## src/rtl/uart_pkg.sv

```systemverilog
// Shared UART definitions: transmitter state encoding, parity codes and the
// 16x oversample constant used by both uart_tx and uart_rx.
package uart_pkg;

    localparam int OVERSAMPLE = 16;

    localparam int PAR_NONE = 0;
    localparam int PAR_EVEN = 1;
    localparam int PAR_ODD  = 2;

    typedef enum logic [2:0] {
        ST_IDLE  = 3'd0,
        ST_START = 3'd1,
        ST_DATA  = 3'd2,
        ST_PAR   = 3'd3,
        ST_STOP  = 3'd4
    } tx_state_t;

    // XOR of the low dbit bits, inverted for odd parity.
    function automatic logic parity_bit(input logic [7:0] d, input int dbit, input int par);
        logic p;
        p = 1'b0;
        for (int i = 0; i < 8; i++)
            if (i < dbit) p = p ^ d[i];
        return (par == PAR_ODD) ? ~p : p;
    endfunction

endpackage

```

## src/rtl/uart_tx.sv

```systemverilog
// UART transmitter: start bit, DBIT data bits LSB first, optional parity,
// SB_TICK-long stop. All timing is counted in 16x oversample ticks.
module uart_tx
    import uart_pkg::*;
#(
    parameter int DBIT    = 8,
    parameter int SB_TICK = 16,
    parameter int PARITY  = 0
) (
    input  logic       clk,
    input  logic       reset,
    input  logic       s_tick,
    input  logic       tx_start,
    input  logic [7:0] tx_din,
    output logic       tx,
    output logic       tx_ready,
    output logic       tx_done
);

    // Codes other than even/odd fall back to no parity.
    localparam logic       HAS_PAR  = (PARITY == PAR_EVEN) || (PARITY == PAR_ODD);
    localparam logic [4:0] LAST_OS  = 5'(OVERSAMPLE - 1);
    localparam logic [4:0] LAST_SB  = 5'(SB_TICK - 1);
    localparam logic [2:0] LAST_BIT = 3'(DBIT - 1);

    tx_state_t  state;
    logic [4:0] s_cnt;
    logic [2:0] n_cnt;
    logic [7:0] b_reg;
    logic       par_reg;

    // tx, tx_ready and tx_done are loaded with the value for the state being
    // entered, so the line is always a flop output.
    always_ff @(posedge clk or posedge reset) begin
        if (reset) begin
            state    <= ST_IDLE;
            s_cnt    <= '0;
            n_cnt    <= '0;
            b_reg    <= '0;
            par_reg  <= 1'b0;
            tx       <= 1'b1;
            tx_ready <= 1'b1;
            tx_done  <= 1'b0;
        end else begin
            tx_done <= 1'b0;
            case (state)
                ST_IDLE: begin
                    if (tx_start) begin
                        b_reg    <= tx_din;
                        par_reg  <= parity_bit(tx_din, DBIT, PARITY);
                        s_cnt    <= '0;
                        n_cnt    <= '0;
                        state    <= ST_START;
                        tx       <= 1'b0;
                        tx_ready <= 1'b0;
                    end
                end
                ST_START: begin
                    if (s_tick) begin
                        if (s_cnt == LAST_OS) begin
                            s_cnt <= '0;
                            state <= ST_DATA;
                            tx    <= b_reg[0];
                        end else begin
                            s_cnt <= s_cnt + 5'd1;
                        end
                    end
                end
                ST_DATA: begin
                    if (s_tick) begin
                        if (s_cnt == LAST_OS) begin
                            s_cnt <= '0;
                            b_reg <= b_reg >> 1;
                            if (n_cnt == LAST_BIT) begin
                                if (HAS_PAR) begin
                                    state <= ST_PAR;
                                    tx    <= par_reg;
                                end else begin
                                    state <= ST_STOP;
                                    tx    <= 1'b1;
                                end
                            end else begin
                                n_cnt <= n_cnt + 3'd1;
                                tx    <= b_reg[1];
                            end
                        end else begin
                            s_cnt <= s_cnt + 5'd1;
                        end
                    end
                end
                ST_PAR: begin
                    if (s_tick) begin
                        if (s_cnt == LAST_OS) begin
                            s_cnt <= '0;
                            state <= ST_STOP;
                            tx    <= 1'b1;
                        end else begin
                            s_cnt <= s_cnt + 5'd1;
                        end
                    end
                end
                ST_STOP: begin
                    if (s_tick) begin
                        if (s_cnt == LAST_SB) begin
                            s_cnt    <= '0;
                            state    <= ST_IDLE;
                            tx       <= 1'b1;
                            tx_ready <= 1'b1;
                            tx_done  <= 1'b1;
                        end else begin
                            s_cnt <= s_cnt + 5'd1;
                        end
                    end
                end
                default: begin
                    state    <= ST_IDLE;
                    s_cnt    <= '0;
                    tx       <= 1'b1;
                    tx_ready <= 1'b1;
                end
            endcase
        end
    end

endmodule
```

## config.mk

```make
export PLATFORM = sky130hd
export DESIGN_NAME = uart_tx
export DESIGN_NICKNAME = d
export VERILOG_FILES = /design/src/rtl/uart_pkg.sv /design/src/rtl/uart_tx.sv
export SDC_FILE = /design/constraint.sdc
export NUM_CORES = 1
export LEC_CHECK = 0
export BUFFER_PORTS_ARGS = -buffer_cell sky130_fd_sc_hd__buf_2
export CAP_MARGIN = 20
export CORE_MARGIN = 8
export CORE_UTILIZATION = 52
export CTS_CLUSTER_SIZE = 28
export DETAILED_ROUTE_END_ITERATION = 8
export GPL_TIMING_DRIVEN = 0
export PLACE_DENSITY = 0.8
export SLEW_MARGIN = 0
export SYNTH_ARGS = -nofsm -noshare
export SYNTH_HDL_FRONTEND = slang
export SYNTH_SLANG_ARGS = --single-unit
```

## constraint.sdc

```tcl
create_clock -name clk -period 2 [get_ports clk]
set_input_delay 0.2 -clock clk [delete_from_list [all_inputs] [get_ports clk]]
set_output_delay 0.2 -clock clk [all_outputs]
set_load 0.02 [all_outputs]
```

; Yosys cells after proc, flatten, opt, wreduce, memory -nomap -nowiden
; Index checks and enable logic that the tools add are counted.
[word_totals]
regBits = 22
inputBits = 12
word_cells = 78
[op_classes]
n_addsub = 2
n_eq_ne = 20
n_mux = 37
n_bitwise = 1
reduce_logical = 11
[ops]
columns = op, count
row1 = 2-to-1 mux 3 bit, 14
row2 = 2-to-1 mux 8 bit, 3
row3 = != test 2 bit (second input constant), 11
row4 = one-hot mux 8 bit (2 select lines), 1
row5 = 2-to-1 mux 5 bit, 3
row6 = one-hot mux 3 bit (5 select lines), 1
row7 = 2-to-1 mux 1 bit, 11
row8 = one-hot mux 5 bit (2 select lines), 1
row9 = AND reduction 10 bit, 1
row10 = AND reduction 4 bit, 2
row11 = AND reduction 7 bit, 1
row12 = equality test 3 x 2 -> 1 bit (second input constant), 2
row13 = equality test 3 bit (second input constant), 2
row14 = != test 2 x 1 -> 1 bit (second input constant), 3
row15 = one-hot mux 3 bit (2 select lines), 1
row16 = adder 5 x 1 -> 5 bit (second input constant), 1
row17 = equality test 5 x 4 -> 1 bit (second input constant), 1
row18 = AND reduction 5 bit, 1
row19 = one-hot mux 1 bit (4 select lines), 1
row20 = OR reduction 4 bit, 1
row21 = adder 3 x 1 -> 3 bit (second input constant), 1
row22 = equality test 3 x 1 -> 1 bit (second input constant), 1
row23 = zero test 3 bit, 1
row24 = one-hot mux 1 bit (3 select lines), 1
row25 = other kinds (5), 5

; Longest topological paths before layout
; Gate-level depths: netlist of the first run.
[logic_depth]
depth_word = 5
depth_mapped = 6

; Least setup slack after synthesis of the first run
; Ideal clock, no wire load.
[synth_path]
path_type = register -> register
start = register s_cnt[0]
end = register b_reg[0]
arrival_ns = 1.473
t_required_ns = 1.875
path_slack_ns = 0.403
stages_incl_launch_ff = 6
synth_period_minus_slack_ns = 1.597
path_cell_list = dfrtp_1 > ha_1 > nand4b_4 > nor2_1 > o21ai_2 > mux2_2
[synth_via]
elab_chain_cells = 3
[synth_rtl]
columns = element, line_no
row1 = "start, declared", uart_tx.sv:27  ; logic [4:0] s_cnt;
row2 = "start signal, assigned", uart_tx.sv:65  ; s_cnt <= s_cnt + 5'd1;
row3 = "start signal, assigned", uart_tx.sv:87  ; s_cnt <= s_cnt + 5'd1;
row4 = "start signal, assigned", uart_tx.sv:98  ; s_cnt <= s_cnt + 5'd1;
row5 = equality test 5 x 4 -> 1 bit, uart_tx.sv:71  ; if (s_cnt == LAST_OS) begin
row6 = != test 2 bit (no line), n/a
row7 = AND reduction 4 bit (no line), n/a
row8 = "end signal, assigned", uart_tx.sv:49  ; b_reg <= tx_din;
row9 = "end signal, assigned", uart_tx.sv:73  ; b_reg <= b_reg >> 1;
row10 = "end, declared", uart_tx.sv:29  ; logic [7:0] b_reg;
; Every way passes these cells.
; A chain may end at the register's enable or synchronous reset.

; Final worst setup path of the first run
[layout_path]
start = register s_cnt[0]
end = register b_reg[2]
; The elaborated chain is that of the path after synthesis.

==> results.yml, run 1 <==
worst_setup_path:
  crit_type: "register to register"
  cp.required_ns: 2.21
  worstSetupStartpointType: "register"
  crit_fanout: 8
  end_kind: "register"
  critPathArrivalTime_ns: 1.95
sta:
  period_needed_ns: 1.741
  finalSetupViolCount: 0
  worst_slew_pin_slew_ns: 0.8135
  hold_viol: 0
  maxSlewViolCount: 0
  max-slew-margin-rel: 0.4571
  post-route-period-util: 0.8703
  rsz0062_at_grt: "no"
  setup_ws_ns: 0.2595
  fmax_ghz: 0.5745
  skew_ns: 0.001437
  setup-tns-final_ns: 0
floorplan:
  dieArea_sq_um: 4165
  die_y_um: 64.54
  chipWidth_um: 64.54
  rows: 17
  start_util: 0.5537
  io_pins: 15
  core_region_area_sq_um: 2212
clocking:
  cts_resized: 0
  cts_root_buffer: "clkbuf_4"
  h-tree-depth: 1
  cts_setup_buffers: 0
  cts.clk_slew.worst_paths_ns: 0.12
  max-clock-path-buffers: 2
  cts.hold.buffers_added: 0
  clock_latency_ns: 0.31
  cts_buffers: 3
  cts_tree: "built"
  cts.sinks: 22
synth:
  syn_nets: 122
  avgSynthCellArea_sq_um: 11.45
  yosysUniqueCellTypes: 37
  ys_seq_elements: 22
  synth_warnings: 0
  synthFlopType: "dfrtp_1"
  seq_area_frac_synth: 0.4515
  synth_edf_count: 0
  synth_cells: 107
  netlist_area_sq_um: 1225
  synthArstFlopShare: 1.000
hold_path:
  hp-class: "input port to asynchronous set/reset pin"
routing:
  dr_total_vias: 851
  drt-initial-drc-count: 7
  first_pass_iters: 4
  wl_mm: 2.116
  viasPerCell: 5.562
  drc: 0
  wl_per_cell_um: 13.83
  ant_nets: 0
placement:
  portBuffers: 14
  place_ws_ns: 0.2485
  dp_hpwl_mm: 1.652
  gp_congestion: 0.8299
job:
  drv_cap: 0
grt:
  grtUsageTotal: 0.1124
  grt_first_pass_wirelength_mm: 3.877
  antenna_found_initial: 0
  grt_pass1_vias: 934
  grt_max_degree: 23
  grt_overflow_total: 0
power_and_ir_drop:
  power.share.clock: 0.153
  p_leak_nw: 0.6512
  p_int_w: 0.001061
  vdd_ir_drop_max_uv: 772.0
  finalPower_w: 0.001629
  swShare: 0.3485
  p_sw_w: 0.0005678
  p_per_area_nw_per_um2: 1192
  pwr-share-seq: 0.433
  pwr-share-comb: 0.414
layout:
  n_antenna_cell: 0
  layout_commonest_cell: "dfrtp_1"
  fillers: 187
  layout_common_cells: "dfrtp_1 (20), mux2_2 (16), buf_2 (15)"
  drive_gt1_frac: 0.3760
  syn_to_final_growth_pct: 11.54
  nets: 141
  largest_register_ffs: 8
run_status:
  status: "finished, final reports clean"
## stage by stage
step | hold slack, ns | instance area [sq um] | util | std cells
finish | 0.02543 | 1366 | 0.6176 | 153
global placement | 0.3924 | 1330 | 0.6012 | 149
detailed placement | 0.4047 | 1330 | 0.6012 | 149
CTS | 0.06412 | 1366 | 0.6176 | 153
floorplan | 0.1877 | 1225 | - | 107
global route | 0.1165 | 1366 | 0.6176 | 153
## Yosys cell counts, types with 2 or more instances
cell | n | area share
ha_1 | 3 | 0.031
inv_1 | 4 | 0.012
mux2_2 | 16 | 0.15
clkbuf_2 | 2 | 0.0082
nand2_1 | 6 | 0.018
xnor2_1 | 2 | 0.014
dfstp_2 | 2 | 0.043
nand3_1 | 4 | 0.016
a22o_1 | 2 | 0.014
o21ai_0 | 5 | 0.020
nor3_1 | 3 | 0.012
dfrtp_1 | 20 | 0.41
nor2_1 | 6 | 0.018
and3_1 | 2 | 0.010
nor2b_1 | 2 | 0.010
mux2i_1 | 3 | 0.025
a21oi_1 | 5 | 0.020
## area by class of cell
class,count,area [sq um],area share
plain buffers,6,37.54,0.02747
repair buffers,14,70.07,0.05128
inverters,4,15.01,0.01099
well taps,28,35.03,0.02564
multi-input cells,75,619.3,0.4533
clock buffers,4,36.28,0.02656
flip-flops and latches,22,553.0,0.4048
## critical path, stage by stage (launching register included)
cell      delay, ns
dfrtp_1        0.43
ha_1           0.26
nand4b_4       0.16
nor2_1         0.08
o21ai_2        0.33
mux2_2         0.39
## final timing paths
| path | from | slack [ns] | cells past startpoint | to |
|---|---|---|---|---|
| worst max register to register | s_cnt[0] | 0.26 | 5 | b_reg[2] |
| worst min-delay path | reset | 0.03 | 2 | s_cnt[2] |
| worst min register to register | s_cnt[0] | 0.51 | 1 | s_cnt[0] |
| max in group asynchronous | reset | 1.48 | 2 | s_cnt[0] |
| min in group clk | tx_start | 0.24 | 3 | s_cnt[2] |
| worst max-delay path | s_cnt[0] | 0.26 | 5 | b_reg[2] |
## metal layers
metal	up-vias	wire, um	GRT usage
li1	418	-	-
met1	417	957	0.1157
met2	11	1065	0.2137
met3	5	52	0.01890
met4	0	40	0.05450
met5	-	0	0
## logic make-up (layout without fill, tap and decap cells)
group                      Yosys count  in the layout  synth area share
xor gates and xnor gates             2              2           0.01430
and+or+nand+nor                     31             31            0.1614
DFF                                 22             22            0.4515
muxes                               20             20            0.1808
adders and majority gates            3              3           0.03065
AOI/OAI and AO/OA                   19             19            0.1185
buffers and inverters               10             28           0.04289
## power by group through the flow
stage               clock network, W  registers [W]  logic (W)
CTS                         0.000251       0.000707   0.000687
finish                      0.000249       0.000705   0.000675
global placement                   0       0.000701   0.000660
floorplan                          0       0.000702   0.000555
global route                0.000267       0.000725   0.000743
detailed placement                 0       0.000716   0.000685
No activity file was read; power rests on OpenSTA's default activity.
==> inputs of run 2 (changes only) <==
- ABC_AREA: not set -> 1
- PLACE_DENSITY: 0.8 -> 0.79
==> results.yml, run 2 <==
routing:
  highest_layer: "met4"
  drc: 0
  wirelength_met1_mm: 1.159
  dr_wl_met2_mm: 1.282
  dr_total_vias: 1098
  drt-initial-drc-count: 63
  wl_per_cell_um: 12.81
  first_pass_iters: 4
  ant_nets: 0
  wl_mm: 2.600
  viasPerCell: 5.409
  dr_wl_met3_um: 112
worst_setup_path:
  r2r_start: "s_cnt[0]"
  slowest_stage: "dfrtp_1"
  end_kind: "register"
  r2r-end: "b_reg[0]"
  path_cells: "ha_1 > nand4_4 > o21ai_2 > nand3_2 > buf_6 > nand2_1 > o21ai_2"
  max_stage_delay_ns: 0.43
  worstRegToRegCells: 7
  crit_top_cell: "o21ai_2"
  critPathArrivalTime_ns: 1.92
  cp.required_ns: 2.21
  crit_fanout: 10
  worstSetupStartpointType: "register"
  crit_type: "register to register"
  r2r_slack_ns: 0.30
  crit_start: "s_cnt[0]"
floorplan:
  dieArea_sq_um: 4410
  rows: 18
  core_region_area_sq_um: 2432
  start_util: 0.5432
  chipWidth_um: 66.41
  die_y_um: 66.41
  io_pins: 15
synth:
  yosysUniqueCellTypes: 27
  synth_edf_count: 0
  syn_nets: 170
  yosys-top-cells-count: "nand2_1 (41), dfrtp_1 (20), nand3_1 (11), inv_1 (9), o21ai_2 (9)"
  synth_warnings: 0
  yosysTopAreaCellShare: 0.3788
  synth_top_area_cell: "dfrtp_1"
  netlist_area_sq_um: 1321
  avgSynthCellArea_sq_um: 8.524
  synthFlopType: "dfrtp_1"
  ys_seq_elements: 22
  seq_area_frac_synth: 0.4186
  synth_most_common_cell: "nand2_1"
  synth_cells: 155
  synthTopCellsByArea: "dfrtp_1 (38%), nand2_1 (12%), o21ai_2 (6.0%)"
  synthArstFlopShare: 1.000
clocking:
  cts_buffers: 3
  h-tree-depth: 1
  cts.hold.buffers_added: 0
  cts_setup_buffers: 0
  cts_root_buffer: "clkbuf_4"
  cts_tree: "built"
  cts.clk_slew.worst_paths_ns: 0.13
  cts_resized: 0
  cts.sinks: 22
  max-clock-path-buffers: 2
  clock_latency_ns: 0.32
layout:
  n_antenna_cell: 0
  drive_gt1_frac: 0.2948
  layout_commonest_cell: "nand2_1"
  syn_to_final_growth_pct: 12.12
  layout_common_cells: "nand2_1 (41), dfrtp_1 (20), buf_2 (15)"
  fillers: 229
  nets: 189
  largest_register_ffs: 8
grt:
  grt_overflow_total: 0
  grt_pass1_vias: 1163
  antenna_found_initial: 0
  grtUsageTotal: 0.1368
  grt_max_degree: 23
  grt_first_pass_wirelength_mm: 4.795
sta:
  hold_viol: 0
  post-route-period-util: 0.8522
  max-slew-margin-rel: 0.4433
  rsz0062_at_grt: "no"
  maxSlewViolCount: 0
  worst_slew_pin_slew_ns: 0.8341
  fmax_ghz: 0.5867
  setup-tns-final_ns: 0
  period_needed_ns: 1.704
  setup_ws_ns: 0.2956
  finalSetupViolCount: 0
  skew_ns: 0.01635
power_and_ir_drop:
  p_per_area_nw_per_um2: 1513
  vdd_ir_drop_max_uv: 993.2
  p_leak_nw: 0.7292
  finalPower_w: 0.002242
placement:
  portBuffers: 14
  place_ws_ns: 0.3129
  gp_congestion: 0.8542
  dp_hpwl_mm: 1.968
run_status:
  status: "finished, final reports clean"
job:
  drv_cap: 0
hold_path:
  hp-class: "input port to asynchronous set/reset pin"
==> run 2: changes by cell type after synthesis, moves of 6 or more <==
cell     change
o21ai_1      +6
o21ai_2      +8
nand2_1     +35
mux2_2      -16
nand3_1      +7
or2_0        +6
==> run 2: report_power, final <==
group | internal (W) | switching [W]
registers | 0.000618 | 0.000128
logic | 0.000427 | 0.000724
clock network | 0.000203 | 0.000142
==> run 2: layout make-up <==
cell class                      count  area, sq um  share of cell area
Buffer                              3        27.53             0.01858
Clock buffer                        3        22.52             0.01520
Clock inverter                      1        30.03             0.02027
Inverter                           14        52.55             0.03547
Multi-Input combinational cell    116        688.2              0.4645
Sequential cell                    22        553.0              0.3733
Tap cell                           30        37.54             0.02534
Timing Repair Buffer               14        70.07             0.04730
==> run 2: cell families (layout without fill, tap and decap cells) <==
logic type,after synthesis,count (layout),share of synthesized area
and+or+nand+nor,84,84,0.3400
DFF,22,22,0.4186
buffers and inverters,17,35,0.06060
AOI/OAI and AO/OA,27,27,0.1392
adders and majority gates,3,3,0.02841
xor gates and xnor gates,2,2,0.01326
==> run 2: metrics by stage <==
step	instances	utilization	instance area (sq um)	hold WS [ns]
finish	203	0.6091	1481	0.01484
global route	203	0.6091	1481	0.08975
CTS	203	0.6091	1481	0.04777
detailed placement	199	0.5874	1429	0.4163
global placement	199	0.5874	1429	0.3933
floorplan	155	-	1321	0.1877
==> run 2: worst max path at each step <==
| stage | endpoint | slack, ns | depth (start not counted) |
|---|---|---|---|
| floorplan | b_reg[7] | 0.52 | 7 |
| finish | b_reg[0] | 0.30 | 7 |
| global placement | b_reg[7] | 0.38 | 7 |
| detailed placement | b_reg[7] | 0.31 | 7 |
| global route | b_reg[7] | 0.15 | 7 |
| CTS | b_reg[0] | 0.29 | 7 |
==> run 2: per-layer routing <==
| metal | vias to the layer above | GRT usage |
|---|---|---|
| li1 | 548 | - |
| met1 | 524 | 0.1532 |
| met2 | 21 | 0.2280 |
| met3 | 5 | 0.03390 |
| met4 | 0 | 0.08267 |
| met5 | - | 0 |
==> run 2: worst max-delay path, delay by kind of cell, from the launching register on <==
family	cells	cell delay [ns]
compound gates	2	0.24
fa+ha+maj	1	0.27
buf+inv	1	0.20
flops	1	0.43
simple gates	3	0.46
==> inputs of run 3 (changes only) <==
- MAX_ROUTING_LAYER: not set -> met4
- PLACE_DENSITY: 0.79 -> 0.72
- REMOVE_ABC_BUFFERS: not set -> 1
==> results.yml, run 3 (synthesis gave the netlist of run 2 again) <==
worst_setup_path:
  r2r_slack_ns: 0.31
  r2r_start: "state[1]"
  critPathBufInv: 1
  max_stage_delay_ns: 0.48
  worstRegToRegCells: 7
  worstSetupStartpointType: "register"
  cp.required_ns: 2.21
  r2r-end: "b_reg[7]"
  critPathArrivalTime_ns: 1.90
  path_cells: "inv_2 > nor2_4 > nand2_1 > o21ai_2 > nand3_4 > nand2_1 > o21ai_2"
  end_kind: "register"
  crit_fanout: 16
  crit_start: "state[1]"
  slowest_stage: "dfrtp_1"
  crit_type: "register to register"
  critPathTopFamily: "simple AND/OR/NAND/NOR gates"
floorplan:
  core_region_area_sq_um: 2432
  rows: 18
  dieArea_sq_um: 4410
  start_util: 0.5432
  io_pins: 15
  die_y_um: 66.41
  chipWidth_um: 66.41
clocking:
  cts.hold.buffers_added: 0
  h-tree-depth: 1
  cts_tree: "built"
  clock_latency_ns: 0.30
  cts_root_buffer: "clkbuf_4"
  max-clock-path-buffers: 2
  cts.sinks: 22
  cts.clk_slew.worst_paths_ns: 0.13
  cts_buffers: 3
grt:
  antenna_found_initial: 0
  grtUsageTotal: 0.1280
  grt_first_pass_wirelength_mm: 4.367
  grt_overflow_total: 0
  grt_pass1_vias: 1002
  grt_max_degree: 23
sta:
  worst_slew_pin_slew_ns: 0.8429
  fmax_ghz: 0.5903
  rsz0062_at_grt: "no"
  finalSetupViolCount: 0
  period_needed_ns: 1.694
  skew_ns: 0.01248
  post-route-period-util: 0.8470
  hold_viol: 0
  maxSlewViolCount: 0
  max-slew-margin-rel: 0.4374
  setup-tns-final_ns: 0
layout:
  fin_util: 0.5921
  largest_register_ffs: 8
  layout_commonest_cell: "nand2_1"
  fillers: 222
  layout_common_cells: "nand2_1 (41), dfrtp_1 (20), buf_2 (14)"
  n_antenna_cell: 0
  syn_to_final_growth_pct: 8.996
  drive_gt1_frac: 0.2765
  nets: 186
routing:
  first_pass_iters: 4
  wl_per_cell_um: 12.25
  drc: 0
  dr_total_vias: 1059
  drt-initial-drc-count: 108
  viasPerCell: 5.295
  wl_mm: 2.449
  ant_nets: 0
job:
  drv_cap: 0
run_status:
  status: "finished, final reports clean"
placement:
  portBuffers: 14
  dp_hpwl_mm: 1.835
  gp_congestion: 0.8017
power_and_ir_drop:
  p_per_area_nw_per_um2: 1434
  vdd_ir_drop_max_uv: 674.2
  p_leak_nw: 0.7028
hold_path:
  hp-class: "input port to asynchronous set/reset pin"
run 3: worst max path at each step:
stage          depth (start not counted)  slack [ns]  endpoint
2_1_floorplan                          6        0.46  b_reg[0]
3_3_place_gp                           7        0.16  b_reg[5]
3_5_place_dp                           7        0.13  b_reg[7]
4_1_cts                                7        0.08  b_reg[7]
5_1_grt                                7        0.13  b_reg[6]
6_report                               7        0.31  b_reg[7]
run 3: area by class of cell:
| class | instances | area, sq um | area share |
|---|---|---|---|
| clock buffers | 4 | 26.28 | 0.01825 |
| well taps | 30 | 37.54 | 0.02606 |
| inverters | 14 | 52.55 | 0.03649 |
| multi-input cells | 116 | 700.7 | 0.4865 |
| repair buffers | 14 | 70.07 | 0.04865 |
| flip-flops and latches | 22 | 553.0 | 0.3840 |
run 3: through the flow:
stage	instances	instance area (sq um)	power, W	hold slack (ns)	setup slack (ns)
2_1_floorplan	152	1294	0.001635	0.1877	0.4560
5_1_grt	200	1440	0.002262	0.1093	0.1300
4_1_cts	200	1428	0.002064	0.06653	0.08352
3_3_place_gp	196	1401	0.001800	0.3922	0.1647
6_report	200	1440	0.002065	0.04449	0.3060
3_5_place_dp	196	1401	0.001854	0.4145	0.1309
run 3: worst register-to-register path: stages, from the launching register on:
cell and delay, ns:
dfrtp_1 0.48, inv_2 0.09, nor2_4 0.12, nand2_1 0.23, o21ai_2 0.25, nand3_4 0.22, nand2_1 0.15, o21ai_2 0.06
run 3: metal layers:
layer  wire, um  track usage
met1       1167       0.1556
met2       1153       0.2051
met3        113      0.02881
met4         15      0.04000
met5          0            -
run 3: timing repair:
| item | 4_1_cts | 5_1_grt |
|---|---|---|
| setup buffers | 0 | 0 |
| gates resized for setup | 0 | 2 |
| setup endpoints to repair | 0 | 8 |
run 3: power by group:
| group | internal [W] | switching (W) |
|---|---|---|
| Clock | 0.0000775 | 0.000132 |
| Sequential | 0.000618 | 0.000132 |
| Combinational | 0.000394 | 0.000712 |
| Total | 0.00109 | 0.000976 |
